==> src/rtl/unit_normalize_seq.sv <==
// unit_normalize_seq
// Iterative, handshaked normaliser for the FPU add/sub datapath. It sits
// between the mantissa ALU and the rounding stage.
//
// It resolves, in priority order:
//   - a special operand (all-ones exponent), passed through unchanged;
//   - a carry right-shift, which may overflow;
//   - a zero mantissa;
//   - an already normalised mantissa;
//   - otherwise, a left normalisation of up to SHIFT_STEP positions per
//     cycle, which flushes to zero if the exponent would reach zero.
//
// Ports:
//   i_clk, i_rst         clock; synchronous active-high reset
//   i_valid, o_in_ready  input handshake (o_in_ready is high only in IDLE)
//   i_aos_alu, i_c_alu   add/sub flag and ALU carry-out (carry used only on add)
//   i_exp, i_mant        raw exponent and mantissa
//                        (mantissa bit MANT_W-1 is the hidden bit, bit 0 is sticky)
//   o_valid, i_out_ready output handshake; results are held while stalled
//   o_exp, o_mant        normalised result
//   o_ov_fl, o_un_fl     overflow / underflow flags, valid with o_valid
//
// Optional build macro UNIT_NORM_EVT_CNT_EN adds two saturating 16-bit event
// counters, o_ov_cnt and o_un_cnt. Each counts output handshakes that carried
// the corresponding flag.
//
// state | meaning
// IDLE  | ready for a new operand
// PRE   | classify operand: special / carry / zero / normalised / needs shift
// SHIFT | left-normalise up to SHIFT_STEP positions per cycle
// OUT   | result presented, waiting for i_out_ready
module unit_normalize_seq #(
  parameter int EXP_W      = 8,
  parameter int MANT_W     = 28,
  parameter int SHIFT_STEP = 4
) (
  input  logic              i_clk,
  input  logic              i_rst,
  input  logic              i_valid,
  output logic              o_in_ready,
  input  logic              i_aos_alu,
  input  logic              i_c_alu,
  input  logic [EXP_W-1:0]  i_exp,
  input  logic [MANT_W-1:0] i_mant,
  output logic              o_valid,
  input  logic              i_out_ready,
  output logic [EXP_W-1:0]  o_exp,
  output logic [MANT_W-1:0] o_mant,
  output logic              o_ov_fl,
  output logic              o_un_fl
`ifdef UNIT_NORM_EVT_CNT_EN
  ,
  output logic [15:0]       o_ov_cnt,
  output logic [15:0]       o_un_cnt
`endif
);

  localparam int CNT_W = $clog2(SHIFT_STEP + 1);
  localparam logic [EXP_W-1:0] EXP_ONES = '1;
  localparam logic [CNT_W-1:0] STEP_MAX = CNT_W'(SHIFT_STEP);

  typedef enum logic [1:0] {IDLE, PRE, SHIFT, OUT} state_t;

  state_t            state, state_nxt;
  logic [EXP_W-1:0]  exp_r, exp_nxt;
  logic [MANT_W-1:0] mant_r, mant_nxt;
  logic              aos_r, aos_nxt;
  logic              c_r, c_nxt;
  logic              ov_r, ov_nxt;
  logic              un_r, un_nxt;

  logic [EXP_W-1:0]  exp_inc;
  logic [CNT_W-1:0]  lz;
  logic [EXP_W-1:0]  lz_e;
  logic              lz_found;

  assign exp_inc = exp_r + EXP_W'(1);

  // Leading-zero count over the top SHIFT_STEP mantissa bits only; an all-zero
  // window yields SHIFT_STEP, which keeps the FSM in SHIFT for another pass.
  always_comb begin
    lz       = STEP_MAX;
    lz_found = 1'b0;
    for (int i = 0; i < SHIFT_STEP; i++) begin
      if (!lz_found && mant_r[MANT_W-1-i]) begin
        lz       = CNT_W'(i);
        lz_found = 1'b1;
      end
    end
    lz_e = EXP_W'(lz);
  end

  always_ff @(posedge i_clk) begin
    if (i_rst) begin
      state  <= IDLE;
      exp_r  <= '0;
      mant_r <= '0;
      aos_r  <= 1'b0;
      c_r    <= 1'b0;
      ov_r   <= 1'b0;
      un_r   <= 1'b0;
    end else begin
      state  <= state_nxt;
      exp_r  <= exp_nxt;
      mant_r <= mant_nxt;
      aos_r  <= aos_nxt;
      c_r    <= c_nxt;
      ov_r   <= ov_nxt;
      un_r   <= un_nxt;
    end
  end

  always_comb begin
    state_nxt = state;
    exp_nxt   = exp_r;
    mant_nxt  = mant_r;
    aos_nxt   = aos_r;
    c_nxt     = c_r;
    ov_nxt    = ov_r;
    un_nxt    = un_r;
    case (state)
      IDLE: begin
        if (i_valid) begin
          state_nxt = PRE;
          exp_nxt   = i_exp;
          mant_nxt  = i_mant;
          aos_nxt   = i_aos_alu;
          c_nxt     = i_c_alu;
          ov_nxt    = 1'b0;
          un_nxt    = 1'b0;
        end
      end
      PRE: begin
        state_nxt = OUT;
        if (exp_r == EXP_ONES) begin
          // special operand: pass through untouched
        end else if (!aos_r && c_r) begin
          if (exp_inc == EXP_ONES) begin
            exp_nxt  = EXP_ONES;
            mant_nxt = '0;
            ov_nxt   = 1'b1;
          end else begin
            // the shifted-out bit folds into the sticky bit
            exp_nxt  = exp_inc;
            mant_nxt = {1'b1, mant_r[MANT_W-1:2], mant_r[1] | mant_r[0]};
          end
        end else if (mant_r == '0) begin
          exp_nxt  = '0;
          mant_nxt = '0;
        end else if (mant_r[MANT_W-1]) begin
          // already normalised
        end else begin
          state_nxt = SHIFT;
        end
      end
      SHIFT: begin
        if (exp_r <= lz_e) begin
          exp_nxt   = '0;
          mant_nxt  = '0;
          un_nxt    = 1'b1;
          state_nxt = OUT;
        end else begin
          mant_nxt = mant_r << lz;
          exp_nxt  = exp_r - lz_e;
          if (lz != STEP_MAX) state_nxt = OUT;
        end
      end
      OUT: begin
        if (i_out_ready) begin
          state_nxt = IDLE;
          ov_nxt    = 1'b0;
          un_nxt    = 1'b0;
        end
      end
      default: state_nxt = IDLE;
    endcase
  end

  assign o_in_ready = (state == IDLE);
  assign o_valid    = (state == OUT);
  assign o_exp      = exp_r;
  assign o_mant     = mant_r;
  assign o_ov_fl    = ov_r;
  assign o_un_fl    = un_r;

`ifdef UNIT_NORM_EVT_CNT_EN
  always_ff @(posedge i_clk) begin
    if (i_rst) begin
      o_ov_cnt <= '0;
      o_un_cnt <= '0;
    end else if (state == OUT && i_out_ready) begin
      if (ov_r && o_ov_cnt != 16'hFFFF) o_ov_cnt <= o_ov_cnt + 16'd1;
      if (un_r && o_un_cnt != 16'hFFFF) o_un_cnt <= o_un_cnt + 16'd1;
    end
  end
`else
  // no event counters in this build
`endif

endmodule

==> config.mk <==
export PLATFORM = sky130hd
export DESIGN_NAME = unit_normalize_seq
export DESIGN_NICKNAME = d
export VERILOG_FILES = /design/src/rtl/unit_normalize_seq.sv
export SDC_FILE = /design/constraint.sdc
export NUM_CORES = 1
export LEC_CHECK = 0
export ABC_AREA = 1
export CORE_AREA = 4 4 71 139
export DETAILED_ROUTE_END_ITERATION = 12
export DIE_AREA = 0 0 75 143
export PLACE_DENSITY = 0.73
export REMOVE_ABC_BUFFERS = 1
export SLEW_MARGIN = 10
export SYNTH_ARGS = -nofsm -noshare
export SYNTH_HDL_FRONTEND = slang
export SYNTH_SLANG_ARGS = --single-unit
export TNS_END_PERCENT = 5
==> constraint.sdc <==
create_clock -name i_clk -period 3.24 [get_ports i_clk]
set_clock_uncertainty 0.1 [all_clocks]
set_input_delay 0.648 -clock i_clk [delete_from_list [all_inputs] [get_ports i_clk]]
set_output_delay 0.648 -clock i_clk [all_outputs]
set_load 0.05 [all_outputs]
# After elaboration in Yosys (flattened, before gate mapping)
# Index checks and enable logic that the tools add are counted.
dict set report word_totals {
  ramBits 0
  mem_count 0
  latch_bits 0
  romBits 0
  ff_bits 42
  out_inout_bits 40
  in_bits 42
  elab_cells 82
}
dict set report classes {
  muxes 38
  n_eq_ne 14
  div 0
  bitwise_logic 1
  add_sub_neg 2
  order_cmp 1
  shifts 1
  n_mul 0
  n_reduce_logical 18
}
# operator count
set ops {}
lappend ops {{$mux 28} 6}
lappend ops {{$pmux 28 s3} 1}
lappend ops {{$mux 8} 6}
lappend ops {{$logic_not 28->1} 1}
lappend ops {{$shl 28x3->28} 1}
lappend ops {{$pmux 8 s3} 1}
lappend ops {{$eq 8x8->1 const B} 2}
lappend ops {{$mux 1} 13}
lappend ops {{$mux 3} 4}
lappend ops {{$ne 2x2->1 const B} 5}
lappend ops {{$ne 3x3->1 const B} 3}
lappend ops {{$reduce_bool 3->1} 3}
lappend ops {{$add 8x1->8 const B} 1}
lappend ops {{$le 8x3->1} 1}
lappend ops {{$mux 2} 4}
lappend ops {{$pmux 2 s4} 1}
lappend ops {{$reduce_and 4->1} 2}
lappend ops {{$sub 8x3->8} 1}
lappend ops {{$pmux 1 s3} 2}
lappend ops {{$reduce_and 6->1} 1}
lappend ops {{$eq 2x2->1 const B} 2}
lappend ops {{$logic_and 1x1->1} 4}
lappend ops {{$logic_not 1->1} 4}
lappend ops {{$reduce_and 3->1} 1}
lappend ops {{other kinds (5)} 5}

# Logic depth before layout (Yosys ltp)
# Gate-level depths: netlist of the first run.
dict set report depth {
  depth_word 14
  mapped_depth 18
  mapped_depth_nobuf 16
}

# Worst setup path after synthesis of the first run
# No wires, ideal clock.
dict set report synth_timing {
  path_type {reg2reg}
  from {register mant_r[25], in the netlist o_mant[25]}
  to {register exp_r[4], in the netlist o_exp[4]}
  n_path_buf 2
  setup_slack_ns 0.399
  t_arrival_ns 2.671
  synth_period_minus_slack_ns 2.841
  path_stages_with_launch 16
  path_cell_list {dfxtp_1 -> inv_1 -> nand2_1 -> nand2_4 -> nand2_4 -> clkbuf_1 -> ha_1 -> and3_1 -> nand4_1 -> nand2_1 -> nor2_2 -> buf_4 -> nand2_1 -> o211ai_1 -> nand2_1 -> a21oi_1}
}
dict set report synth_via {
  elab_chain_cells 8
  word_cells_on_any_way 13
}
# item line_no
set synth_rtl {}
lappend synth_rtl {{from (decl)} 66} ;# logic [MANT_W-1:0] mant_r, mant_nxt;
lappend synth_rtl {{from (signal assigned)} 105} ;# mant_r <= mant_nxt;
lappend synth_rtl {{$logic_and 1x1->1} 85} ;# if (!lz_found && mant_r[MANT_W-1-i]) begin
lappend synth_rtl {{$mux 1} 85}
lappend synth_rtl {{$logic_not 1->1} 85}
lappend synth_rtl {{$logic_and 1x1->1} 85}
lappend synth_rtl {{$mux 3} 85}
lappend synth_rtl {{$sub 8x3->8 / $le 8x3->1 (equally long branches)} {164, 157}}
lappend synth_rtl {{$mux 8} 157} ;# if (exp_r <= lz_e) begin
lappend synth_rtl {{$pmux 8 s3} 121} ;# case (state)
lappend synth_rtl {{to (signal assigned)} 104} ;# exp_r <= exp_nxt;
lappend synth_rtl {{to (decl)} 65} ;# logic [EXP_W-1:0] exp_r, exp_nxt;
# Several ways; a longest one is shown, not always the timed one.
# A chain may end at the register's enable or synchronous reset.

# Worst setup path in the final report of the first run
dict set report layout_timing {
  from {register mant_r[27], in the netlist o_mant[27]}
  to {register state[0]}
}
dict set report layout_via {
  elab_chain_cells 13
  word_cells_on_any_way 24
}
# item line_no
set layout_rtl {}
lappend layout_rtl {{$mux 1} {85, 150}}
lappend layout_rtl {{$logic_not 1->1} 85}
lappend layout_rtl {{$logic_and 1x1->1} 85}
lappend layout_rtl {{$mux 1} 85}
lappend layout_rtl {{$logic_not 1->1} 85}
lappend layout_rtl {{$logic_and 1x1->1} 85}
lappend layout_rtl {{$mux 1} 85}
lappend layout_rtl {{$logic_not 1->1} 85}
lappend layout_rtl {{$logic_and 1x1->1} 85}
lappend layout_rtl {{$mux 3} 85}
lappend layout_rtl {{$le 8x3->1 / $ne 3x3->1 (equally long branches)} {157, 165}}
lappend layout_rtl {{$mux 2 / $ne 3x3->1 (equally long branches)} n/a}
lappend layout_rtl {{$pmux 2 s4 / $reduce_and 3->1 (equally long branches)} n/a}
lappend layout_rtl {{to (signal assigned)} 103} ;# state <= state_nxt;
lappend layout_rtl {{to (decl)} 64} ;# state_t state, state_nxt;
# Several ways; a longest one is shown, not always the timed one.

==> results summary, run 1 <==
The area of the mapped netlist is a little under 4000 µm². The required time of the worst setup path is roughly 3.4 ns. The first routing iteration left 290 violations. The peak clock frequency supported by timing came out at about 0.36 GHz.

After Yosys synthesis, XOR and XNOR cells account for 1.57% of the synthesized area. The buffers plus inverters on the worst setup path came out at 4. The fraction of the yosys area taken by sequential cells is a little over a fifth. The count of buffers inserted at the top-level ports is 81. Traced cell by cell, the critical path runs through inv_1, nand3_1, nand2_2, ha_1, inv_1, ha_1, inv_1, nand2_1, nand2_1, nand3_2, nand4_1, nand2_1, inv_1, nand3_1, nand2_1, a21oi_1. The post-route setup TNS is 0 ns. The number of vias in the routed layout is ~4700. The die boundary width came out at between 70 and 80 µm. The count of cell types in the netlist came out at 39. The final routed wire length divided by cell count came out at 16.0 µm. The initial antenna violation count is 0.

The number of cells in the design after placement is 860. The area share of fa/ha/maj cells after synthesis came out at just under 3%. The number of top-level pins came out at between 80 and 90. Setup violations remaining at the end of the flow were counted as 0. The maximum cell stage delay along the critical path came out at approximately 0.46 ns. The die area came out at 10700 µm².

Measured along the y axis, the die boundary spans roughly 140 µm. The share of the synthesized area in compound gates (AO/OA/AOI/OAI) came out at between 10% and 20%. TritonCTS built the clock tree. The maximum number of pins on one net before global-route repair is 44. From synthesis to final layout, the design area changed by 25.8%. The initial standard-cell utilization of the core came out at approximately 44%. The largest individual stage delay along the critical path comes from the cell sky130_fd_sc_hd__dfxtp_1.

The pin slew with the least headroom to its limit is 0.565 ns. The worst setup path is of the reg -> reg kind. After synthesis the netlist holds a flip-flop and latch count of 42. The worst hold path terminates at o_un_fl. The first global-routing pass estimated around 22000 µm of wire. The average via count per standard cell is roughly 5.4. In this run the most critical hold path is launched from o_un_fl. The number of CTS-inserted buffers is 5.

The instance count of the mapped netlist is 701. The root buffer cell is sky130_fd_sc_hd__clkbuf_16. Once layout is complete, the cells apart from fillers number ~870. The global routing usage summed across all routing layers is 27.1%.

The number of clock sinks seen by CTS came out at 42. The number of hold violations in the final report is 0. The worst slew margin relative to its limit is between 60% and 70%. The largest area contributor in the synthesized netlist is sky130_fd_sc_hd__dfxtp_1. The total area inside the core boundary comes to 8890 µm². The worst setup path is launched from a flop. Of the available clock period, the critical path in the final layout requires a little under nine tenths. In this run the number of H-tree levels came out at 2. The proportion of layout cells with a drive suffix above 1 came out at 5.35%. Data arrives at the worst endpoint at slightly below 3 ns. The number of rows in the core area came out at just under 50.

The via count of the first global-routing pass is 4534. The largest buffer count on any clock path came out at 2. After synthesis, the share of cell area in mux cells is under 10%. Summed over all cells, the static leakage comes to approximately 2.1 nW.

After Yosys synthesis, and, or, nand and nor cells account for between 40% and 50% of the synthesized area. The instance count along the most critical hold path is 2. The worst flop-to-flop path endpoint is state[0]. The final max-slew violation count is 0. The number of buffers added to fix hold violations after cts came out at 0.

The flow ran to the end, and the final reports show no timing, DRC or antenna violations. The maximum vdd drop is 0.437 mV. The post-route minimum period came out at between 2 and 3 ns. The share of Yosys cell area claimed by the top area cell type came out at 21.5%.

The worst setup path startpoint is o_mant[27]. The max-cap check violation count is 0. The detail route stage leaves a number of antenna-violating nets equal to 0. The number of antenna diodes is 0.

The largest fanout of any net on the critical path is 11. The cell family contributing the most delay on the critical path is simple AND/OR/NAND/NOR gates. The worst register-to-register path has a depth of 16. In this run the power density over the cells is 1160 nW/µm². The total congestion overflow after global routing came out at 0.

Sorting the synthesized cells by area gives the leading types as sky130_fd_sc_hd__dfxtp_1, sky130_fd_sc_hd__nand2_1, sky130_fd_sc_hd__nor2_1. The insertion delay of the later-clocked pin in the worst-skew pair is ~0.29 ns. The total wire length is roughly 14000 µm.

Setup repair after global routing left no endpoint under its margin. The worst setup path is captured at a flop. The first-pass detailed-route iteration total is 5. The wire-length estimate of the detail-placed layout is about 11000 µm. The average size of a mapped cell came out at ~5.6 µm². In this run the worst hold path is classified as reg -> reg. The number of warning messages in the yosys log is 0. The worst register-to-register path has a setup slack of between 0.4 and 0.5 ns. The routability-driven placement congestion ratio is ~0.96. After the last flow step, the layout net total stands at 816.

By area, the combinational part of the netlist is dominated by simple AND/OR/NAND/NOR gates. The post-CTS repair timing setup buffer count is 0. The count of unresolved DRC violations after routing came out at 0. The startpoint identified for the worst register-to-register timing path is o_mant[27].

The clock transition time at the flip-flop clock pins of the worst setup and hold paths came out at 0.06 ns. The layout filler cell count came out at roughly 940.
repair_timing:
item,CTS,global route
gates resized for setup,0,1
endpoints found under the hold margin,0,0
setup endpoints to repair,0,20
worst reg2reg max path, stage by stage (launching register included):
cell and delay (ns):
sky130_fd_sc_hd__dfxtp_1 0.46, sky130_fd_sc_hd__inv_1 0.14, sky130_fd_sc_hd__nand3_1 0.19, sky130_fd_sc_hd__nand2_2 0.07
sky130_fd_sc_hd__ha_1 0.19, sky130_fd_sc_hd__inv_1 0.07, sky130_fd_sc_hd__ha_1 0.14, sky130_fd_sc_hd__inv_1 0.05
sky130_fd_sc_hd__nand2_1 0.07, sky130_fd_sc_hd__nand2_1 0.09, sky130_fd_sc_hd__nand3_2 0.10, sky130_fd_sc_hd__nand4_1 0.44
sky130_fd_sc_hd__nand2_1 0.28, sky130_fd_sc_hd__inv_1 0.08, sky130_fd_sc_hd__nand3_1 0.07, sky130_fd_sc_hd__nand2_1 0.05
sky130_fd_sc_hd__a21oi_1 0.13
cell type report:
cell class                      count  area, µm²  share of cell area [%]
Clock buffer                        7        143                    2.90
Multi-Input combinational cell    559       2660                    54.1
Clock inverter                      1       5.00                   0.102
Sequential cell                    42        841                    17.1
Tap cell                          102        128                    2.60
Timing Repair Buffer               92        893                    18.2
Inverter                           65        244                    4.97
flip-flops by register name, summed over array words and instances (netlist names):
register  flops
state         2
o_ov_fl       1
c_r           1
o_un_fl       1
aos_r         1
o_exp         8
o_mant       28
metal layers:
metal | wire length, µm | vias up | track usage [%]
met5 | 0 | - | 0
met4 | 585 | 0 | 13.4
met3 | 497 | 31 | 2.47
met2 | 7850 | 125 | 51.0
met1 | 4920 | 2186 | 28.4
li1 | - | 2369 | -
through the flow:
step           area (µm²)  util [%]  setup slack [ns]  power (mW)  hold WS (ns)
6_report             4910      55.3             0.448        5.69         0.374
5_1_grt              4910      55.3             0.135        6.23         0.400
4_1_cts              4910      55.2             0.186        5.71         0.373
3_5_place_dp         4760      53.5             0.204        5.15         0.364
3_3_place_gp         4760      53.5             0.235        5.13         0.344
2_1_floorplan        3740         -            0.0517        3.86         0.331
layout by cell type, fill, tap and decap left out, drive strengths merged:
master and instances:
nand3b 1, nand2 186, a211oi 1, a21oi 47, inv 65, clkbuf 7
nand3 86, o211ai 3, o21bai 4, o21a 3, nor4 1, nand4 9
o31ai 1, clkinv 1, xor2 7, buf 11, o21ai 47, clkdlybuf4s50 81
nor2 128, o22ai 1, and3 1, mux2i 4, dfxtp 42, or2 9
nor3 3, ha 9, and2 8
report_power, final:
part	internal, mW	switching (mW)	leakage [nW]	total (mW)
registers	0.690	0.229	0.347	0.919
logic	1.40	2.84	1.64	4.25
clock network	0.306	0.220	0.0739	0.527
worst max-delay path by stage:
stage                       to  slack, ns  depth (start not counted)
floorplan           o_mant[24]       0.05                         16
global placement     o_mant[7]       0.23                         15
detailed placement   o_mant[1]       0.20                         15
CTS                  o_mant[1]       0.19                         15
global route          state[0]       0.13                         16
finish                state[0]       0.45                         16
Yosys cell counts:
cell type,n
sky130_fd_sc_hd__nand2_1,182
sky130_fd_sc_hd__nor2_1,126
sky130_fd_sc_hd__nand3_1,83
sky130_fd_sc_hd__inv_1,63
sky130_fd_sc_hd__a21oi_1,47
sky130_fd_sc_hd__dfxtp_1,42
sky130_fd_sc_hd__o21ai_0,39
sky130_fd_sc_hd__clkbuf_1,16
sky130_fd_sc_hd__buf_2,11
sky130_fd_sc_hd__ha_1,9
sky130_fd_sc_hd__or2_2,9
sky130_fd_sc_hd__nand4_1,8
sky130_fd_sc_hd__o21ai_1,8
sky130_fd_sc_hd__and2_1,7
sky130_fd_sc_hd__xor2_1,7
sky130_fd_sc_hd__buf_4,4
sky130_fd_sc_hd__mux2i_1,4
sky130_fd_sc_hd__o21bai_1,4
sky130_fd_sc_hd__buf_1,3
sky130_fd_sc_hd__o211ai_1,3
sky130_fd_sc_hd__o21a_1,3
sky130_fd_sc_hd__inv_2,2
sky130_fd_sc_hd__nand2_2,2
sky130_fd_sc_hd__nand2_4,2
sky130_fd_sc_hd__nand3_2,2
sky130_fd_sc_hd__nor3_1,2
sky130_fd_sc_hd__a211oi_1,1
sky130_fd_sc_hd__and2_0,1
sky130_fd_sc_hd__and3_1,1
sky130_fd_sc_hd__buf_6,1
sky130_fd_sc_hd__nand3_4,1
sky130_fd_sc_hd__nand3b_1,1
sky130_fd_sc_hd__nand4_2,1
sky130_fd_sc_hd__nor2_2,1
sky130_fd_sc_hd__nor2_4,1
sky130_fd_sc_hd__nor3_2,1
sky130_fd_sc_hd__nor4_1,1
sky130_fd_sc_hd__o22ai_1,1
sky130_fd_sc_hd__o31ai_1,1
cells by family after synthesis:
logic type | count (synthesis)
xor+xnor | 7
compound gates | 107
fa+ha+maj | 9
mux | 4
simple gates | 432
buf+inv | 100
flops | 42
No activity file was read; power rests on OpenSTA's default activity.
==> run 2: changes to the inputs <==
--- a/config.mk
+++ b/config.mk
@@ -6,6 +6,7 @@
 export NUM_CORES = 1
 export LEC_CHECK = 0
 export ABC_AREA = 1
+export CAP_MARGIN = 5
 export CORE_AREA = 4 4 71 139
 export DETAILED_ROUTE_END_ITERATION = 12
 export DIE_AREA = 0 0 75 143
==> results of run 2 <==
Same layout as run 1: the final DEF is identical, and so are final timing and power.
